--- config.mk ---
export PLATFORM = sky130hd
export DESIGN_NAME = fifo_read_ctrl
export DESIGN_NICKNAME = d
export VERILOG_FILES = /design/src/rtl/fifo_read_ctrl_pkg.sv /design/src/rtl/fifo_read_ctrl_ptr_sync.sv /design/src/rtl/fifo_read_ctrl.sv
export SDC_FILE = /design/constraint.sdc
export NUM_CORES = 1
export LEC_CHECK = 0
export ABC_CLOCK_PERIOD_IN_PS = 5100
export CORE_UTILIZATION = 48
export CTS_BUF_LIST = sky130_fd_sc_hd__clkbuf_8 sky130_fd_sc_hd__clkbuf_16
export CTS_CLUSTER_DIAMETER = 80
export CTS_CLUSTER_SIZE = 25
export DETAILED_ROUTE_END_ITERATION = 16
export HOLD_SLACK_MARGIN = 0.1
export PLACE_DENSITY_LB_ADDON = 0.15
export SETUP_SLACK_MARGIN = 0.02
export SLEW_MARGIN = 20
export SYNTH_ARGS = -nofsm -noshare
export SYNTH_HDL_FRONTEND = slang
export SYNTH_SLANG_ARGS = --single-unit
--- constraint.sdc ---
create_clock -name clk -period 5.1 [get_ports clk]
set_input_delay 0.765 -clock clk [delete_from_list [all_inputs] [get_ports clk]]
set_output_delay 0.765 -clock clk [all_outputs]
set_load 0.02 [all_outputs]
--- src/rtl/fifo_read_ctrl_pkg.sv ---
// Shared definitions for the dual-clock FIFO controllers: default sizes and
// Gray/binary pointer conversions used by both the read and write sides.
package fifo_read_ctrl_pkg;

    localparam int DEF_ADDR_WIDTH    = 4;
    localparam int DEF_SYNC_STAGES   = 2;
    localparam int DEF_AEMPTY_THRESH = 2;
    localparam int MAX_PTR_W         = 32;

    // Operates on a 32-bit container; callers zero-extend and truncate.
    function automatic logic [MAX_PTR_W-1:0] bin2gray(input logic [MAX_PTR_W-1:0] b);
        return b ^ (b >> 1);
    endfunction

    function automatic logic [MAX_PTR_W-1:0] gray2bin(input logic [MAX_PTR_W-1:0] g);
        logic [MAX_PTR_W-1:0] b;
        b[MAX_PTR_W-1] = g[MAX_PTR_W-1];
        for (int i = MAX_PTR_W - 2; i >= 0; i--) begin
            b[i] = b[i+1] ^ g[i];
        end
        return b;
    endfunction

endpackage

--- src/rtl/fifo_read_ctrl_ptr_sync.sv ---
// Multi-flop synchroniser for a Gray-coded pointer crossing clock domains.
// Values are passed through untouched; decoding happens after the last stage.
module ptr_sync #(
    parameter int WIDTH  = 5,
    parameter int STAGES = 2
) (
    input  logic             clk,
    input  logic             rst,
    input  logic [WIDTH-1:0] d,
    output logic [WIDTH-1:0] q
);

    logic [WIDTH-1:0] chain [STAGES];

    always_ff @(posedge clk) begin
        if (!rst) begin
            for (int i = 0; i < STAGES; i++) begin
                chain[i] <= '0;
            end
        end else begin
            chain[0] <= d;
            for (int i = 1; i < STAGES; i++) begin
                chain[i] <= chain[i-1];
            end
        end
    end

    assign q = chain[STAGES-1];

endmodule

--- src/rtl/fifo_read_ctrl.sv ---
// Read-domain controller for the dual-clock FIFO: owns the read pointer,
// synchronises the write pointer and produces registered status flags.
module fifo_read_ctrl
    import fifo_read_ctrl_pkg::*;
#(
    parameter int ADDR_WIDTH    = DEF_ADDR_WIDTH,
    parameter int SYNC_STAGES   = DEF_SYNC_STAGES,
    parameter int AEMPTY_THRESH = DEF_AEMPTY_THRESH
) (
    input  logic                  clk,
    input  logic                  rst,
    input  logic                  rinc,
    input  logic [ADDR_WIDTH:0]   r_wptr_gray,
    output logic [ADDR_WIDTH:0]   rptr_gray,
    output logic [ADDR_WIDTH-1:0] raddr,
    output logic                  rempty,
    output logic                  ralmost_empty,
    output logic [ADDR_WIDTH:0]   rcount,
    output logic                  runderflow
);

    localparam int PW = ADDR_WIDTH + 1;

    logic [PW-1:0] rbin;
    logic [PW-1:0] rbin_next;
    logic [PW-1:0] rgray_next;
    logic [PW-1:0] wgray_s;
    logic [PW-1:0] wbin_s;
    logic [PW-1:0] occ_next;
    logic          pop;

    ptr_sync #(
        .WIDTH  (PW),
        .STAGES (SYNC_STAGES)
    ) u_wptr_sync (
        .clk (clk),
        .rst (rst),
        .d   (r_wptr_gray),
        .q   (wgray_s)
    );

    // Pop handshake: rinc is the request, ~rempty the acceptance; a pop
    // happens only on a cycle where both hold. rinc while empty is refused
    // and recorded in runderflow.
    assign pop        = rinc & ~rempty;
    assign rbin_next  = pop ? rbin + PW'(1) : rbin;
    assign rgray_next = PW'(bin2gray(MAX_PTR_W'(rbin_next)));
    assign wbin_s     = PW'(gray2bin(MAX_PTR_W'(wgray_s)));
    assign occ_next   = wbin_s - rbin_next;

    always_ff @(posedge clk) begin
        if (!rst) begin
            rbin          <= '0;
            rptr_gray     <= '0;
            rempty        <= 1'b1;
            ralmost_empty <= 1'b1;
            rcount        <= '0;
            runderflow    <= 1'b0;
        end else begin
            rbin          <= rbin_next;
            rptr_gray     <= rgray_next;
            // Flags look at the next pointer so a draining pop shows empty at once.
            rempty        <= (rgray_next == wgray_s);
            ralmost_empty <= (occ_next <= PW'(AEMPTY_THRESH));
            rcount        <= occ_next;
            if (rinc && rempty) begin
                runderflow <= 1'b1;
            end
        end
    end

    assign raddr = rbin[ADDR_WIDTH-1:0];

endmodule

; ---- Word level (Yosys, flattened, before mapping)
; Memory sizes are Yosys's and may differ from the RTL's.
; Cells that the tools add are included.
[totals]
ff_bits = 18
mem_bits_rw = 10
inputBits = 8
out_inout_bits = 17
word_cells = 26
memories = 1
[op_classes]
add_sub_neg = 2
n_lt_le_gt_ge = 1
n_eq_ne = 1
n_mux = 5
n_bitwise = 9
n_reduce_logical = 1
[memory_table]
columns = memory, depth, width, read_ports, rd_ports_with_merged_regs, wr, line
row1 = u_wptr_sync.chain, 2, 5, 2, 0, 2, fifo_read_ctrl_ptr_sync.sv:13  ; logic [WIDTH-1:0] chain [STAGES];
[op_table]
columns = cell, n
row1 = 2-to-1 mux 5 bit, 3
row2 = adder 5 x 1 -> 5 bit (second input constant), 1
row3 = equality test 5 bit, 1
row4 = less-or-equal comparator 5 x 2 -> 1 bit (second input constant), 1
row5 = subtractor 5 bit, 1
row6 = bitwise XOR 5 x 4 -> 5 bit, 1
row7 = bitwise XOR 1 bit, 4
row8 = 2-to-1 mux 1 bit, 2
row9 = OR 1 bit, 2
row10 = bitwise AND 1 bit, 1
row11 = logical AND 1 bit, 1
row12 = inverter 1 bit, 1

; ---- Longest topological paths before layout
; Gate-level depths: netlist (run 1).
[depth]
ltp_word = 6
ltp_mapped = 10
mapped_depth_nobuf = 10

; ---- Modules after synthesis
; Synthesis (run 1) repeated with hierarchy kept, for this count alone.
[hier_totals]
cells_unflattened = 133
hier_area_um2 = 1363.8
[by_module_without_submodules]
columns = module, instances, cells_per_inst, area_each_um2, seq_area_each_um2
row1 = fifo_read_ctrl, 1, 108, 1063.5, 340.3
row2 = ptr_sync, 1, 25, 300.3, 200.2

; ---- Least setup slack after synthesis (run 1)
; Ideal clock, no wire load.
[synth_path]
path_type = in2reg
start = input port rinc
end = register ralmost_empty
setup_ps = 103
arrival_time_ps = 2613
t_required_ps = 4997
setup_slack_ps = 2384
path_stages = 10
cell_sequence = nor2b_1 -> buf_6 -> xnor2_1 -> inv_1 -> ha_1 -> fa_1 -> o21ai_0 -> a21oi_1 -> xnor2_1 -> a2111oi_2
[synth_via]
elab_chain_len = 4
[synth_lines]
columns = element, line
row1 = "start, declared", fifo_read_ctrl.sv:12  ; input logic rinc,
row2 = bitwise AND 1 bit, fifo_read_ctrl.sv:45  ; assign pop = rinc & ~rempty;
row3 = 2-to-1 mux 5 bit, fifo_read_ctrl.sv:46  ; assign rbin_next = pop ? rbin + PW'(1) : rbin;
row4 = named net rbin_next[0], fifo_read_ctrl.sv:25  ; logic [PW-1:0] rbin_next;
row5 = subtractor 5 bit, fifo_read_ctrl.sv:49  ; assign occ_next = wbin_s - rbin_next;
row6 = less-or-equal comparator 5 x 2 -> 1 bit, fifo_read_ctrl.sv:64  ; ralmost_empty <= (occ_next <= PW'(AEMPTY_THRESH));
row7 = "end signal, assigned", fifo_read_ctrl.sv:64
row8 = "end, declared", fifo_read_ctrl.sv:17  ; output logic ralmost_empty,
; The timed path passes the listed nets, and every way through them passes these cells.
; A chain may end at the register's enable or synchronous reset.

; ---- Worst setup path after layout (run 1)
; Ends and elaborated chain as after synthesis.

==> results of run 1 <==
==> sequential cells by signal (all words and copies together) (netlist names) <==
| register | flops |
|---|---|
| rcount | 5 |
| rbin | 4 |
| rempty | 1 |
| rptr_gray | 5 |
| u_wptr_sync.chain | 10 |
| runderflow | 1 |
| ralmost_empty | 1 |
==> stage by stage <==
step           setup WS [ns]  instances  utilization (%)  area (um^2)
5_1_grt                1.433        179            62.47         1548
4_1_cts                1.741        179            62.47         1548
3_3_place_gp           1.616        175            60.61         1501
6_report               1.712        179            62.47         1548
3_5_place_dp           1.491        175            60.61         1501
2_1_floorplan          2.384        126                -         1265
==> layout make-up <==
type | count | area share [%]
Timing Repair Buffer | 24 | 15.52
Sequential cell | 27 | 34.92
Clock buffer | 3 | 2.668
Tap cell | 30 | 2.425
Multi-Input combinational cell | 87 | 42.44
Inverter | 7 | 1.698
Clock inverter | 1 | 0.3234
==> worst paths after layout <==
kind	end	from
setup / recovery	ralmost_empty	rinc
hold / removal	u_wptr_sync.chain[0][7]	u_wptr_sync.chain[0][2]
setup reg to reg	ralmost_empty	u_wptr_sync.chain[0][9]
hold reg to reg	u_wptr_sync.chain[0][7]	u_wptr_sync.chain[0][2]
==> per-layer routing <==
layer  track usage, %  wire length (um)
met1            22.26               978
met2            27.08               967
met3            3.448                62
met4            10.53                51
met5                0                 0
==> placed cells by master (no fill, tap or decap), drive strengths merged, types with 2 or more instances in the layout <==
| master | count |
|---|---|
| xor2 | 11 |
| ha | 5 |
| nor3 | 2 |
| a21oi | 4 |
| nor2b | 3 |
| nand2 | 3 |
| nand3b | 2 |
| nor2 | 15 |
| inv | 7 |
| and2 | 11 |
| dfxtp | 27 |
| mux2i | 2 |
| clkdlybuf4s50 | 24 |
| o21ai | 3 |
| clkbuf | 3 |
| xnor2 | 14 |
==> worst max-delay path, stage by stage <==
cell,delay (ns)
clkdlybuf4s50_1,0.54
nor2b_1,0.46
mux2i_1,0.41
inv_1,0.11
fa_1,0.43
o21ai_0,0.21
a21oi_1,0.11
xnor2_1,0.16
a2111oi_2,0.36
==> where the power goes <==
group | total [uW] | internal, uW | switching (uW)
combinational | 127 | 63.4 | 63.7
clock | 121 | 54.8 | 66.1
sequential | 238 | 229 | 8.48
total | 485 | 347 | 138
==> cell families after synthesis <==
family,synth area share (%)
compound gates,8.606
fa+ha+maj,6.528
flops,42.73
xor+xnor,19.09
simple gates,16.12
buf+inv,5.342
mux,1.583
==> impl_metrics.yaml, run 1 <==
setup_path:
  crit_type: "primary input to flip-flop"
  start_kind: "primary input"
  r2r_cells: 10
  critPathMaxFanout: 5
  arrival_ns: 3.56
  required_ns: 5.27
  worstSetupEndpointType: "flip-flop"
  ff2ff_setup_slack_ns: 2.24
power_and_ir_drop:
  p_leak_uw: 0.0006470
  vdd_drop_max_mv: 0.2161
  power.density_nw_per_um2: 313.6
  power.total_uw: 485.4
place:
  gp_congestion: 0.8125
  port_buffers: 24
  dp_hpwl_um: 1548
sta:
  tightestPinTransition_ns: 0.5088
  skew_ns: 0.007620
  drv_slew: 0
  period_minus_slack_ns: 3.388
  rsz0062_at_grt: "no"
  relSlewSlack_pct: 66.01
  clock.fmax_mhz: 295.2
  hold_ws_ns: 0.4304
  hold_viol_final: 0
  fin_tns_setup_ns: 0
  fin_crit_sh_pct: 66.43
  finalSetupViolations: 0
routing:
  vias: 882
  drt_iter0_markers: 7
  wl_per_cell_um: 11.51
  viasPerCell: 4.927
  postRouteAntennaNets: 0
  post-route-drc-count: 0
  wl_um: 2060
  drtPass1Iterations: 4
cells_and_area:
  fill_cells: 238
  area_growth_syn_to_layout_pct: 22.35
  insertedDiodeCount: 0
  drive_gt1_share_pct: 4.698
  multi_input_area_um2: 656.9
  layout.nets: 164
  regArea_um2: 540.5
clocking:
  clk_pin_slew_worst_paths_ns: 0.09
  cts.sinks: 27
  htreeDepth: 1
  cts_setup_buffers: 0
  ctsHoldBuffers: 0
  clock_latency_ns: 0.28
  cts-resized-gates: 0
  cts_tree: "yes"
  cts_made_buffers: 3
  clk_root_buffer_cell: "clkbuf_8"
  ctsLongestPathBuffers: 2
synthesis:
  synth-main-ff-cell: "dfxtp_1"
  synth_cell_types: 29
  synth_edf_count: 0
  yosys.area.top_type_share_pct: 42.73
  ys_ff_latch: 27
  syn_inst: 126
  netlist_top_cells_area: "dfxtp_1, xnor2_1, xor2_1, and2_1, ha_1"
  avgSynthCellArea_um2: 10.04
  yosysMostFrequentCell: "dfxtp_1"
  synthesis.area_um2: 1265
  postSynth.asyncResetShare_pct: 0
  synth_common_cells: "dfxtp_1, nor2_1, xnor2_1"
  synth-warning-count: 0
  synth_nets: 140
  synth_seq_area_share_pct: 42.73
  yosysTopAreaCell: "dfxtp_1"
job:
  cap_violations: 0
global_routing:
  grt_overflow_total: 0
  grt_pass1_wl_um: 3477
  grtUsageTotal_pct: 17.57
  grt_pass1_vias: 781
  grt_max_degree: 16
  antenna_found_initial: 0
hold_path:
  min_path_type: "flip-flop to flip-flop"
  min_path_cells: 1
run_status:
  status: "finished, final reports clean"
floorplan:
  initial_core_util_pct: 51.06
  rows: 18
  die_area_um2: 2845
  ios: 25
  die_w_um: 53.34
  die_h_um: 53.34
  core_um2: 2477
Note: power is estimated with default switching activity, not from simulation.
==> inputs of run 2 (changes only) <==
--- a/config.mk
+++ b/config.mk
@@ -5,7 +5,7 @@
 export SDC_FILE = /design/constraint.sdc
 export NUM_CORES = 1
 export LEC_CHECK = 0
-export ABC_CLOCK_PERIOD_IN_PS = 5100
+export ABC_CLOCK_PERIOD_IN_PS = 3370
 export CORE_UTILIZATION = 48
 export CTS_BUF_LIST = sky130_fd_sc_hd__clkbuf_8 sky130_fd_sc_hd__clkbuf_16
 export CTS_CLUSTER_DIAMETER = 80
==> constraint.sdc (replaced) <==
create_clock -name clk -period 3.37 [get_ports clk]
set_input_delay 0.5055 -clock clk [delete_from_list [all_inputs] [get_ports clk]]
set_output_delay 0.5055 -clock clk [all_outputs]
set_load 0.02 [all_outputs]
==> impl_metrics.yaml, run 2 (same netlist as run 1, synthesis figures left out) <==
sta:
  hold_ws_ns: 0.4370
  drv_slew: 0
  tightestPinTransition_ns: 0.4587
  clock.fmax_mhz: 357.9
  rsz0062_at_grt: "no"
  hold_viol_final: 0
  fin_crit_sh_pct: 82.90
  finalSetupViolations: 0
  skew_ns: 0.001930
  layout_setup_ws_ns: 0.5763
  fin_tns_setup_ns: 0
  relSlewSlack_pct: 69.38
  period_minus_slack_ns: 2.794
clocking:
  cts_made_buffers: 3
  htreeDepth: 1
  ctsLongestPathBuffers: 2
  ctsHoldBuffers: 0
  cts-resized-gates: 0
  cts_tree: "yes"
  clock_latency_ns: 0.26
  clk_root_buffer_cell: "clkbuf_8"
  clk_pin_slew_worst_paths_ns: 0.08
  cts_setup_buffers: 0
  cts.sinks: 27
setup_path:
  r2r_start: "u_wptr_sync.chain[0][9]"
  critPathMaxFanout: 5
  worstSetupEndpointType: "flip-flop"
  ff2ff_setup_slack_ns: 0.59
  startpoint: "rinc"
  r2r-end: "ralmost_empty"
  r2r_cells: 10
  required_ns: 3.54
  start_kind: "primary input"
  cp-endpoint: "ralmost_empty"
  crit_type: "primary input to flip-flop"
  arrival_ns: 2.96
routing:
  drtPass1Iterations: 4
  drt_iter0_markers: 6
  postRouteAntennaNets: 0
  wl_um: 2078
  viasPerCell: 4.972
  vias: 900
  wl_per_cell_um: 11.48
  post-route-drc-count: 0
global_routing:
  grt_pass1_vias: 814
  antenna_found_initial: 0
  grt_pass1_wl_um: 3519
  grt_max_degree: 16
  grt_overflow_total: 0
  grtUsageTotal_pct: 17.56
cells_and_area:
  layout_common_cells: "dfxtp_1, clkdlybuf4s50_1, nor2_1, xnor2_1"
  layout.nets: 166
  insertedDiodeCount: 0
  area_growth_syn_to_layout_pct: 23.44
  top_register: "u_wptr_sync.chain"
  top_regs: "u_wptr_sync.chain (10), rcount (5), rptr_gray (5)"
  drive_gt1_share_pct: 5.298
  fill_cells: 226
  largest_reg_flops: 10
  final_common_cell: "dfxtp_1"
hold_path:
  min_path_type: "flip-flop to flip-flop"
power_and_ir_drop:
  p_leak_uw: 0.0006579
  vdd_drop_max_mv: 0.2849
  power.density_nw_per_um2: 465.7
run_status:
  status: "finished, final reports clean"
place:
  gp_congestion: 0.8297
  dp_hpwl_um: 1641
  dp_slack_ns: 0.3092
  port_buffers: 24
floorplan:
  die_h_um: 53.34
  ios: 25
  die_area_um2: 2845
  rows: 18
  die_w_um: 53.34
  initial_core_util_pct: 51.06
  core_um2: 2477
job:
  cap_violations: 0
## run 2: cell count changes in the layout (fill, tap and decap cells not counted)
| cell | change |
|---|---|
| buf_4 | +2 |
| inv_1 | +1 |
| clkinv_2 | -1 |
## run 2: through the flow
stage               total power, uW  util, %  std cells  cell area, um^2
CTS                           738.0    63.03        181             1562
detailed placement            563.4    61.21        177             1516
global route                  772.3    63.03        181             1562
floorplan                     492.5        -        126             1265
global placement              558.7    61.21        177             1516
finish                        727.2    63.03        181             1562
## run 2: per-layer routing
layer | track usage, % | part of all wire, % | vias up
met3 | 3.448 | 3.0 | 5
met2 | 29.17 | 49 | 21
met1 | 21.53 | 46 | 418
met4 | 7.895 | 1.9 | 0
li1 | - | - | 456
met5 | 0 | 0 | -
## run 2: how the worst min path moves through the flow
stage	to	from	cells after the start	slack [ns]
5_1_grt	u_wptr_sync.chain[0][9]	u_wptr_sync.chain[0][4]	1	0.46
6_report	u_wptr_sync.chain[0][7]	u_wptr_sync.chain[0][2]	1	0.44
3_3_place_gp	u_wptr_sync.chain[0][6]	u_wptr_sync.chain[0][1]	1	0.42
3_5_place_dp	u_wptr_sync.chain[0][7]	u_wptr_sync.chain[0][2]	1	0.42
2_1_floorplan	u_wptr_sync.chain[0][5]	u_wptr_sync.chain[0][0]	1	0.41
4_1_cts	u_wptr_sync.chain[0][7]	u_wptr_sync.chain[0][2]	1	0.44
## run 2: layout make-up
class	instances	area, um^2	area share [%]
Clock buffer	3	41.29	2.644
Clock inverter	1	3.754	0.2404
Inverter	7	26.28	1.683
Multi-Input combinational cell	87	656.9	42.07
Sequential cell	27	540.5	34.62
Tap cell	30	37.54	2.404
Timing Repair Buffer	26	255.2	16.35
## run 2: report_power, final
part / switching, uW / internal (uW)
clock: 90.9 / 81.5
combinational: 96.2 / 98.6
sequential: 13.5 / 347
total: 201 / 527
## run 2: worst max-delay path: stages
cell             delay (ns)
clkdlybuf4s50_1        0.54
nor2b_1                0.23
buf_4                  0.17
mux2i_1                0.22
buf_4                  0.16
ha_1                   0.21
nor2b_1                0.13
o21ai_0                0.21
nor3b_1                0.21
nor3_1                 0.09
a2111oi_2              0.28
